--- config.mk ---
export PLATFORM = sky130hd
export DESIGN_NAME = pipeline_ctrl
export DESIGN_NICKNAME = d
export VERILOG_FILES = /design/src/rtl/pipeline_pkg.sv /design/src/rtl/sat_counter.sv /design/src/rtl/pipeline_ctrl.sv
export SDC_FILE = /design/constraint.sdc
export NUM_CORES = 1
export LEC_CHECK = 0
export ABC_AREA = 1
export CORE_UTILIZATION = 53
export CTS_CLUSTER_DIAMETER = 40
export DETAILED_ROUTE_END_ITERATION = 10
export GPL_ROUTABILITY_DRIVEN = 0
export MAX_ROUTING_LAYER = met4
export PLACE_DENSITY = 0.9
export SYNTH_ARGS = -nofsm -noshare
export SYNTH_HDL_FRONTEND = slang
export SYNTH_SLANG_ARGS = --single-unit
export TNS_END_PERCENT = 10
--- constraint.sdc ---
create_clock -name clk -period 2.05 [get_ports clk]
set_input_delay 0.41 -clock clk [delete_from_list [all_inputs] [get_ports clk]]
set_output_delay 0.41 -clock clk [all_outputs]
set_load 0.1 [all_outputs]
--- src/rtl/pipeline_pkg.sv ---
// Shared types and constants for the RV32 pipeline stall/flush sequencer.
package pipeline_pkg;

    typedef enum logic [1:0] {
        ST_RUN          = 2'd0,
        ST_MEM_WAIT     = 2'd1,
        ST_DIV_WAIT     = 2'd2,
        ST_MEM_DIV_WAIT = 2'd3
    } state_e;

    localparam int unsigned MEM_TIMEOUT_DEF = 255;
    localparam int unsigned CNT_W_DEF       = 32;

    // Pipeline register indices; PC is treated as stage 0.
    localparam int unsigned STG_PC    = 0;
    localparam int unsigned STG_IFID  = 1;
    localparam int unsigned STG_IDEX  = 2;
    localparam int unsigned STG_EXMEM = 3;
    localparam int unsigned STG_MEMWB = 4;
    localparam int unsigned NUM_STG   = 5;

    function automatic logic in_mem_wait(input state_e s);
        return (s == ST_MEM_WAIT) || (s == ST_MEM_DIV_WAIT);
    endfunction

    function automatic logic in_div_wait(input state_e s);
        return (s == ST_DIV_WAIT) || (s == ST_MEM_DIV_WAIT);
    endfunction

endpackage

--- src/rtl/sat_counter.sv ---
// Up-counter with enable and synchronous clear that holds at all-ones.
module sat_counter #(
    parameter int unsigned W = 8
) (
    input  logic         clk,
    input  logic         rst_n,
    input  logic         clr_i,
    input  logic         en_i,
    output logic [W-1:0] cnt_o
);

    logic [W-1:0] cnt_q;
    logic [W-1:0] cnt_d;

    always_comb begin
        cnt_d = cnt_q;
        if (clr_i) begin
            cnt_d = '0;
        end else if (en_i && (cnt_q != '1)) begin
            cnt_d = cnt_q + W'(1);
        end
    end

    always_ff @(posedge clk or negedge rst_n) begin
        if (!rst_n) begin
            cnt_q <= '0;
        end else begin
            cnt_q <= cnt_d;
        end
    end

    assign cnt_o = cnt_q;

endmodule

--- src/rtl/pipeline_ctrl.sv ---
// Stall/flush sequencer: merges load-use, redirect, data-memory wait and
// divider busy into per-stage register enables and bubble inserts.
module pipeline_ctrl
    import pipeline_pkg::*;
#(
    parameter int unsigned MEM_TIMEOUT = MEM_TIMEOUT_DEF,
    parameter int unsigned CNT_W       = CNT_W_DEF
) (
    input  logic             clk,
    input  logic             rst_n,
    input  logic             LoadUseStall,
    input  logic             BranchTakenE,
    input  logic             DMemReqM,
    input  logic             DMemReadyM,
    input  logic             DivStartE,
    input  logic             DivDoneE,
    output logic             PCWrite,
    output logic             IFID_Write,
    output logic             IDEX_Write,
    output logic             EXMEM_Write,
    output logic             MEMWB_Write,
    output logic             IFID_Flush,
    output logic             IDEX_Flush,
    output logic             EXMEM_Flush,
    output logic             MEMWB_Flush,
    output logic             MemTimeoutErr,
    output logic [CNT_W-1:0] StallCycles
);

    localparam int unsigned TO_W = $clog2(MEM_TIMEOUT + 1);

    state_e state_q;
    state_e state_d;
    logic   div_done_pend_q;
    logic   div_done_pend_d;
    logic   mem_timeout_err_q;
    logic   mem_timeout_err_d;

    logic   memstall;
    logic   div_active;
    logic   div_done;
    logic   divstall;
    logic   wait_mem;

    logic [NUM_STG-1:0]        wr;
    logic [NUM_STG-1:STG_IFID] fl;
    logic [TO_W-1:0]           tcnt;

    // Event decode; a latched divider result counts as done.
    always_comb begin
        memstall   = DMemReqM & ~DMemReadyM;
        div_active = in_div_wait(state_q) | DivStartE;
        div_done   = DivDoneE | div_done_pend_q;
        divstall   = div_active & ~div_done;
        wait_mem   = in_mem_wait(state_q);
    end

    // Stage enables by priority: memory wait, divider, redirect, load-use.
    always_comb begin
        wr = '1;
        fl = '0;
        if (memstall) begin
            wr[STG_PC]    = 1'b0;
            wr[STG_IFID]  = 1'b0;
            wr[STG_IDEX]  = 1'b0;
            wr[STG_EXMEM] = 1'b0;
            fl[STG_MEMWB] = 1'b1;
        end else if (divstall) begin
            wr[STG_PC]    = 1'b0;
            wr[STG_IFID]  = 1'b0;
            wr[STG_IDEX]  = 1'b0;
            fl[STG_EXMEM] = 1'b1;
        end else if (BranchTakenE) begin
            fl[STG_IFID]  = 1'b1;
            fl[STG_IDEX]  = 1'b1;
        end else if (LoadUseStall) begin
            wr[STG_PC]    = 1'b0;
            wr[STG_IFID]  = 1'b0;
            fl[STG_IDEX]  = 1'b1;
        end
    end

    // Next state tracks which stall sources remain outstanding.
    always_comb begin
        state_d           = state_q;
        div_done_pend_d   = div_done_pend_q;
        mem_timeout_err_d = mem_timeout_err_q;

        unique case ({divstall, memstall})
            2'b00:   state_d = ST_RUN;
            2'b01:   state_d = ST_MEM_WAIT;
            2'b10:   state_d = ST_DIV_WAIT;
            default: state_d = ST_MEM_DIV_WAIT;
        endcase

        // Hold a divider result that lands while EX is frozen by memory.
        div_done_pend_d = memstall & (div_done_pend_q | DivDoneE);

        if (wait_mem && (tcnt == TO_W'(MEM_TIMEOUT - 1))) begin
            mem_timeout_err_d = 1'b1;
        end
    end

    always_ff @(posedge clk or negedge rst_n) begin
        if (!rst_n) begin
            state_q           <= ST_RUN;
            div_done_pend_q   <= 1'b0;
            mem_timeout_err_q <= 1'b0;
        end else begin
            state_q           <= state_d;
            div_done_pend_q   <= div_done_pend_d;
            mem_timeout_err_q <= mem_timeout_err_d;
        end
    end

    sat_counter #(
        .W (CNT_W)
    ) u_stall_cnt (
        .clk   (clk),
        .rst_n (rst_n),
        .clr_i (1'b0),
        .en_i  (~wr[STG_PC]),
        .cnt_o (StallCycles)
    );

    sat_counter #(
        .W (TO_W)
    ) u_timeout_cnt (
        .clk   (clk),
        .rst_n (rst_n),
        .clr_i (~wait_mem),
        .en_i  (wait_mem),
        .cnt_o (tcnt)
    );

    // Reset holds every register closed and loading bubbles.
    assign PCWrite       = rst_n & wr[STG_PC];
    assign IFID_Write    = rst_n & wr[STG_IFID];
    assign IDEX_Write    = rst_n & wr[STG_IDEX];
    assign EXMEM_Write   = rst_n & wr[STG_EXMEM];
    assign MEMWB_Write   = rst_n & wr[STG_MEMWB];
    assign IFID_Flush    = ~rst_n | fl[STG_IFID];
    assign IDEX_Flush    = ~rst_n | fl[STG_IDEX];
    assign EXMEM_Flush   = ~rst_n | fl[STG_EXMEM];
    assign MEMWB_Flush   = ~rst_n | fl[STG_MEMWB];
    assign MemTimeoutErr = mem_timeout_err_q;

endmodule

==> metrics.txt <==
run status complete, no violations; clock sink total 44; final wirelength 7140 um; worst setup margin around 0.12 ns; Die H 74.1 um; vias per cell 5.29; CP max stage cell clkdlybuf4s50_1; FF-to-FF path depth 10; number of buffers created by CTS 5; Hold Vio Cnt, Final 0; CP top delay family buffers and inverters; Power Density 692 nW/um2; Startpoint Class input port; largest net degree at the start of global routing 32; Layout Skew 0.00411 ns; CTS H-tree depth 2; Yosys top cell area share around two fifths; CP Launch Point BranchTakenE; initial antenna violation count 0; drt pass-1 iters 5; DRC viols 0; Final nets 482; RSZ-0062 raised after global routing no; critical path class in2out; utilization after layout 73.3%; post-synthesis register bit count 44; crit path cell chain clkdlybuf4s50_1 > inv_1 > nand2_1 > nand3_1 > nor2_4 > buf_12; Final setup viols 0; Non-Filler Instances around 540; CP bufs+invs 3; DRT antenna net count 0; CP Max Fanout 2; RR Endpoint u_stall_cnt.cnt_o[13]; Synth Instances ~410; post-synth top area cell dfrtp_1; slew margin rel. 72.3%; share of cells above drive strength 1 17.2%; Clock Pin Slew Worst Setup and Hold Paths approximately 0.080 ns; die area 5500 um2; clk buf depth 2; Reg2Reg Setup Slack roughly 0.23 ns; Worst R2R Start u_stall_cnt.cnt_o[0]; VDD IR max between 0.8 and 0.9 mV; CP Capture Type primary output; syn_area_per_cell 6.68 um2; max incr delay on CP 0.46 ns; Detail Placement HPWL slightly above 5000 um; Pleak around 1.8 nW; CTS tree done; Area Overhead vs Synth 28.8%; first-pass GRT wire length between 10000 and 15000 um; antenna cells 0; main area contributors after synthesis dfrtp_1 40%, nand2_1 24%, nor2_1 8.3%; hold_buf cts 0; yosys warns 0; Yosys cell types 29; FP Rows 25; DR vias between 2000 and 3000; Clock Latency Late Sink around 0.30 ns; number of global-route vias before repair ~2600; number of max-cap violations 0; max-slew violation count 0; I/O Pins 50; Hold Crit Class in2async; GRT overflow 0; dpl ws -0.104 ns; Tcrit/Tclk final between 90% and 100%; min Tclk post-route 1.93 ns; Core Region about 4800 um2; FMAX 0.518 GHz; Cells after DPL approximately 530; Port Buffers about 50; WP data required 1.64 ns; Mapped Area approximately 2800 um2; Die Width about 74 um; CTS root buffer clkbuf_8; actual slew at the worst max-slew pin between 0.4 and 0.5 ns; Seq/Total Area, Yosys 39.9%; worst path arrival time 1.52 ns; gr usage total 29.1%; Hold Slack 0.233 ns; initial DRC count 198; Setup TNS 0 ns; Synthesized Nets about 420; per-cell routed wire length about 13 um; Starting Density 56.9%
Yosys cell counts:
| library cell | n |
|---|---|
| inv_1 | 45 |
| ha_1 | 3 |
| a31o_2 | 1 |
| dfrtp_1 | 44 |
| o211a_1 | 1 |
| nand3_1 | 22 |
| a41o_1 | 1 |
| buf_2 | 2 |
| nor2_4 | 2 |
| nor2_1 | 61 |
| buf_1 | 1 |
| xnor2_1 | 3 |
| nand2_2 | 3 |
| xor2_1 | 7 |
| buf_6 | 3 |
| nand2_4 | 1 |
| nand4_1 | 6 |
| buf_4 | 2 |
| nor2_2 | 2 |
| o21ai_0 | 10 |
| nand3_2 | 1 |
| a31oi_1 | 2 |
| o21ai_1 | 1 |
| nor3_1 | 2 |
| nand3b_1 | 6 |
| nand2_1 | 175 |
| a211oi_1 | 2 |
| and2_1 | 3 |
| inv_4 | 1 |
through the flow:
stage / cell area, um2 / total power [mW]
detailed placement: 3420 / 1.90
floorplan: 2830 / 1.64
finish: 3550 / 2.46
global route: 3550 / 2.55
global placement: 3420 / 1.89
CTS: 3530 / 2.47
cells in the final DEF, fill, tap and decap left out, types with 3 or more instances in the layout:
cell            instances
and2_1                  3
buf_12                 11
buf_4                  41
clkbuf_8                6
dfrtp_1                44
dlymetal6s2s_1          3
ha_1                    3
inv_1                  42
nand2_1               172
nand2_2                 5
nand3_1                22
nand3b_1                6
nand4_1                 6
nor2_1                 58
nor2_2                  3
nor2_4                  4
o21ai_0                 8
xnor2_1                 3
xor2_1                  7
metal layers:
layer / vias up / part of all wire, % / wire length (um) / track usage, %
li1: 1385 / - / - / -
met1: 1291 / 40 / 2880 / 35.4
met2: 152 / 49 / 3530 / 47.9
met3: 24 / 7.7 / 549 / 5.42
met4: 0 / 2.6 / 186 / 11.3
met5: - / 0 / 0 / -
area by class of cell:
type / instances / area [um2]
Multi-Input combinational cell: 315 / 1480
Fill cell: 380 / 1300
Tap cell: 67 / 83.8
Timing Repair Buffer: 59 / 599
Inverter: 46 / 196
Clock buffer: 8 / 90.1
Sequential cell: 44 / 1100
worst register-to-register path, delay by kind of cell (launching register included):
kind | cells | cell delay (ns)
buffers and inverters | 1 | 0.16
AND/OR/NAND/NOR | 8 | 0.97
flip-flops | 1 | 0.41
adder cells (fa/ha/maj) | 1 | 0.22
registers in the layout, indices dropped and copies added (netlist names):
| signal | count |
|---|---|
| u_stall_cnt.cnt_o | 32 |
| MemTimeoutErr | 1 |
| div_done_pend_q | 1 |
| state_q | 2 |
| u_timeout_cnt.cnt_o | 8 |
power breakdown:
part	internal, mW	switching, mW
Combinational	0.239	0.645
Sequential	0.921	0.0796
Clock	0.275	0.297
Total	1.44	1.02
worst max-delay path by stage:
stage | endpoint | slack, ns | depth (start not counted)
2_1_floorplan | IDEX_Write | -0.35 | 5
3_3_place_gp | IDEX_Flush | -0.07 | 7
3_5_place_dp | IDEX_Flush | -0.10 | 7
4_1_cts | IDEX_Flush | 0.005 | 8
5_1_grt | u_stall_cnt.cnt_o[13] | 0.06 | 10
6_report | IFID_Write | 0.12 | 6
cell families after synthesis:
group	synth area share [%]
and+or+nand+nor	42.9
buffers and inverters	8.62
DFF	39.9
AOI/OAI and AO/OA	4.04
xor gates and xnor gates	3.18
adders and majority gates	1.36
repair_timing:
action                                  4_1_cts  5_1_grt
endpoints found under the setup margin        6        2
pin swaps                                     2        4
gates resized for setup                       4        4
setup buffers                                 1        1
Power figures use the tool's default switching activity.
==> edit 1: new RTL, config.mk and constraints unchanged <==
Re-encode `state_e` (4 states) as one-hot, 4 bits wide.
--- a/src/rtl/pipeline_pkg.sv
+++ b/src/rtl/pipeline_pkg.sv
@@ -1,11 +1,11 @@
 // Shared types and constants for the RV32 pipeline stall/flush sequencer.
 package pipeline_pkg;
 
-    typedef enum logic [1:0] {
-        ST_RUN          = 2'd0,
-        ST_MEM_WAIT     = 2'd1,
-        ST_DIV_WAIT     = 2'd2,
-        ST_MEM_DIV_WAIT = 2'd3
+    typedef enum logic [3:0] {
+        ST_RUN          = 4'b0001,
+        ST_MEM_WAIT     = 4'b0010,
+        ST_DIV_WAIT     = 4'b0100,
+        ST_MEM_DIV_WAIT = 4'b1000
     } state_e;
 
     localparam int unsigned MEM_TIMEOUT_DEF = 255;
Function: same outputs for any inputs over 10 cycles, from zero or initial values and one cycle with rst_n low; not proved beyond that.
==> edit 1 against the original RTL <==
The flow now finishes with violations (setup timing); setup slack worse by 160 ps; total power up 9.3%; synthesized area up 7.5%; sequential cell count up 2; wire length up 3.2%; synthesized cell count up 9.7%; design area up 8.7%; clock power up 15%; largest cell class unchanged; highest routed layer unchanged.
==> edit 1: results (changes against the original RTL) <==
* Via count at 3,132 (+9.8%)
* DR pass1 iterations at 5 (unchanged)
* Dpl ws at 3.396 ps (+107.0 ps)
* Pleak at 1.809 nW (+0.33%)
* CTS Root Cell: clkbuf_8
* Layout Skew at 6.710 ps (+2.599 ps)
* GRT Overall Usage at 0.2753 (-0.01597)
* Share of the yosys chip area belonging to registers at 0.3888 (-0.01050)
* Vias in the first global route at 2,843 (+8.6%)
* Max FFs per register at 32 (unchanged)
* Outcome: finished, violations left
* Slowest CP cell: dfstp_2
* # setup viols final at 3 (+3)
* CTS clk-pin slew, worst paths at 80 ps (about the same)
* Worst Max-Slew Pin Slew at 498.2 ps (+85.16 ps)
* Num CTS Buffers at 5 (unchanged)
* Max FO, Critical Path at 5 (+3)
* Async set-reset flop share out of synthesis at 1.000 (unchanged)
* Violations in the final reports: setup timing
* Synth unique cells at 26 (-10%)
* Clock insertion delay at the later pin of the skew report at 300 ps (about the same)
* Crit path DAT at 1680 ps (+160 ps)
* Crit path max-delay family: simple AND/OR/NAND/NOR gates
* Prevailing post-synth register cell: dfrtp_1
* Worst path max stage delay at 540 ps (+80 ps)
* Final-layout fill cell count at 372 (-2.1%)
* Largest net degree at the start of global routing at 42 (+31%)
* Share of cells above drive strength 1 at 0.1732 (+0.001542)
* N_diodes at 0 (unchanged)
* Antenna violations before repair at 0 (unchanged)
* Top post-synthesis cells by area: dfrtp_1 (38%), nand2_1 (24%), nand3_1 (9.8%)
* Fin worst setup slack at -36.92 ps (-157.6 ps)
* Nets@finish at 524 (+8.7%)
* Synth warnings at 0 (unchanged)
* Bufs on Longest Clock Path at 2 (unchanged)
* Max VDD drop at 743.6 uV (-12%)
* Min-Delay Path Class: in2async
* Synthesized Nets at 464 (+9.4%)
* Htree depth at 2 (unchanged)
* Number of DRC markers in iteration 0 at 289 (+46%)
* First-pass GRT wire length at 12,730 um (+9.2%)
* Most frequent cells after synthesis: nand2_1 (187), nor2_1 (66), nand3_1 (58)
* Hpwl dp at 5399 um (+4.5%)
* Routed len/inst at 12.63 um (-4.7%)
* PortBufs at 49 (unchanged)
[edit 1: cell type report]
class | count | area share
Tap cell | 70 | 0.02268
Clock inverter | 2 | 0.009718
Timing Repair Buffer | 64 | 0.1730
Inverter | 37 | 0.03596
Clock buffer | 6 | 0.01879
Sequential cell | 46 | 0.2983
Multi-Input combinational cell | 359 | 0.4415
[edit 1: through the flow]
stage | TNS (ps) | std cells | instance area (sq um)
after floorplan | -13740 | 453 | 3035
final | -94.05 | 584 | 3862
after detailed placement | 0 | 571 | 3657
after CTS | -82.23 | 582 | 3826
after global routing | -457.3 | 584 | 3862
after global placement | 0 | 571 | 3657
[edit 1: repair_timing]
item / 4_1_cts / 5_1_grt
resized for setup: 9 / 4
setup buffers: 3 / 2
cloned: 0 / 0
setup endpoints to repair: 5 / 8
hold buffers: 0 / 0
pin swaps: 6 / 6
[edit 1: kinds of logic (layout without fill, tap and decap cells)]
group                      after synthesis  count (layout)  share of synthesized area
AOI/OAI and AO/OA                       20              20                    0.03673
xor gates and xnor gates                12              12                    0.03546
adders and majority gates                3               3                    0.01266
buffers and inverters                   48             109                    0.07260
DFF                                     46              46                     0.3888
and+or+nand+nor                        324             324                     0.4538
[edit 1: path summary, 6_finish.rpt]
kind	from	endpoint	slack [ps]	cells past startpoint
worst max-delay path	state_q[0]	PCWrite	-40	7
worst min-delay path	rst_n	state_q[2]	90	2
worst max register to register	u_stall_cnt.cnt_o[1]	u_stall_cnt.cnt_o[17]	160	9
worst min register to register	MemTimeoutErr	MemTimeoutErr	470	1
max in group asynchronous	rst_n	u_stall_cnt.cnt_o[10]	1210	3
min in group clk	MemTimeoutErr	MemTimeoutErr	470	1
[edit 1: worst reg2reg max path: cells and delay by family (launching register included)]
kind	cells	cell delay (ps)
buf+inv	2	360
fa+ha+maj	1	230
simple gates	6	760
flops	1	430
[edit 1: metal layers]
| metal | global-route usage | wire length [um] | share of wire |
|---|---|---|---|
| met3 | 0.03929 | 421 | 0.057 |
| met5 | - | 0 | 0 |
| met4 | 0.09231 | 101 | 0.014 |
| met2 | 0.4429 | 3484 | 0.47 |
| met1 | 0.3566 | 3367 | 0.46 |
[edit 1: power by group]
part | internal [mW] | switching, mW
Sequential | 0.960 | 0.0896
Combinational | 0.303 | 0.675
Clock | 0.363 | 0.295
Total | 1.63 | 1.06
==> edit 2: new RTL, config.mk and constraints unchanged <==
Made on the original files. The package constant `CNT_W_DEF` goes from 32 to 36.
--- a/src/rtl/pipeline_pkg.sv
+++ b/src/rtl/pipeline_pkg.sv
@@ -9,7 +9,7 @@
     } state_e;
 
     localparam int unsigned MEM_TIMEOUT_DEF = 255;
-    localparam int unsigned CNT_W_DEF       = 32;
+    localparam int unsigned CNT_W_DEF       = 36;
 
     // Pipeline register indices; PC is treated as stage 0.
     localparam int unsigned STG_PC    = 0;
Ports: changed (resized StallCycles); port bits go from 50 to 54. The function was not compared with the original's and may differ.
==> edit 2 against the original RTL <==
Via count up 8.4%; first-iteration DRC count up 17%; clock power up 0.9%; clock skew rose by 7.8 ps; wire length rose by 8.2%; combinational power is 11% higher; setup slack got worse by 54 ps; design area increased by 8.7%; critical path depth rose by 2; sequential cell count is 4 higher; total power rose by 8.1%; worst hold slack better by 180 ps; synthesized area increased by 10%; critical path type unchanged; highest routed layer unchanged.
==> edit 2: results (changes against the original RTL) <==
* CTS clk-pin slew, worst paths at 100 ps (+20 ps)
* Share of cells above drive strength 1 at 0.1818 (+0.01021)
* Dpl ws at -125.3 ps (-21.70 ps)
* PortBufs at 53 (+8.2%)
* Outcome: finished clean
* Via density at 5.348 (+1.1%)
* Xor and xnor area share after synthesis at 0.04619 (+0.01443)
* Synth unique cells at 28 (-3.4%)
* Share of the yosys chip area belonging to registers at 0.3959 (-0.003398)
* Vias in the first global route at 2,985 (+14%)
* Setup Buffers After CTS at 0 (-1)
* GRT Overall Usage at 0.2843 (-0.006996)
* Max FO, Critical Path at 5 (+3)
* Most frequent cells after synthesis: nand2_1 (184), nor2_1 (61), dfrtp_1 (48)
* Placed insts at 568 (+7.4%)
* Final-layout fill cell count at 446 (+17%)
* Mean Syn Cell Area at 6.880 sq um (+3.0%)
* Min Hold Slack at 416.4 ps (+183.0 ps)
* Comb power frac at 0.368 (+0.008)
* Number of DRC markers in iteration 0 at 232 (+17%)
* Post-cts gate resize count at 3 (-1)
* Switching share of power at 0.4370 (+0.02111)
* Post-layout min period at 1983 ps (+53.81 ps)
* First-pass GRT wire length at 13,190 um (+13%)
* Clk. pwr at 0.578 mW (+0.9%)
* Worst R2R Setup Slack at 160 ps (-70 ps)
edit 2: worst paths after layout:
path                                         end  cells after the start
max                                   IDEX_Flush                      8
max in group asynchronous  u_stall_cnt.cnt_o[34]                      3
min reg2reg                u_stall_cnt.cnt_o[35]                      2
max reg2reg                 u_stall_cnt.cnt_o[7]                      9
min in group clk                 div_done_pend_q                      3
min                         u_stall_cnt.cnt_o[5]                      3
edit 2: per-layer routing:
metal	part of all wire	vias up	GRT usage
met4	0.024	0	0.1189
met1	0.43	1450	0.3482
met5	0	-	-
met3	0.060	19	0.04941
met2	0.49	127	0.4637
li1	-	1495	-
edit 2: cell type report:
type	count	area, sq um	share of cell area
clock inverter	3	18.77	0.004859
inverter	49	202.7	0.05248
sequential	48	1201	0.3110
clock buffer	5	68.82	0.01782
multi-input combinational	337	1647	0.4263
timing repair buffer	64	634.4	0.1642
tap	72	90.09	0.02332
edit 2: worst min-delay path, delay by kind of cell:
family   cells  cell delay (ps)
buf+inv      3              790
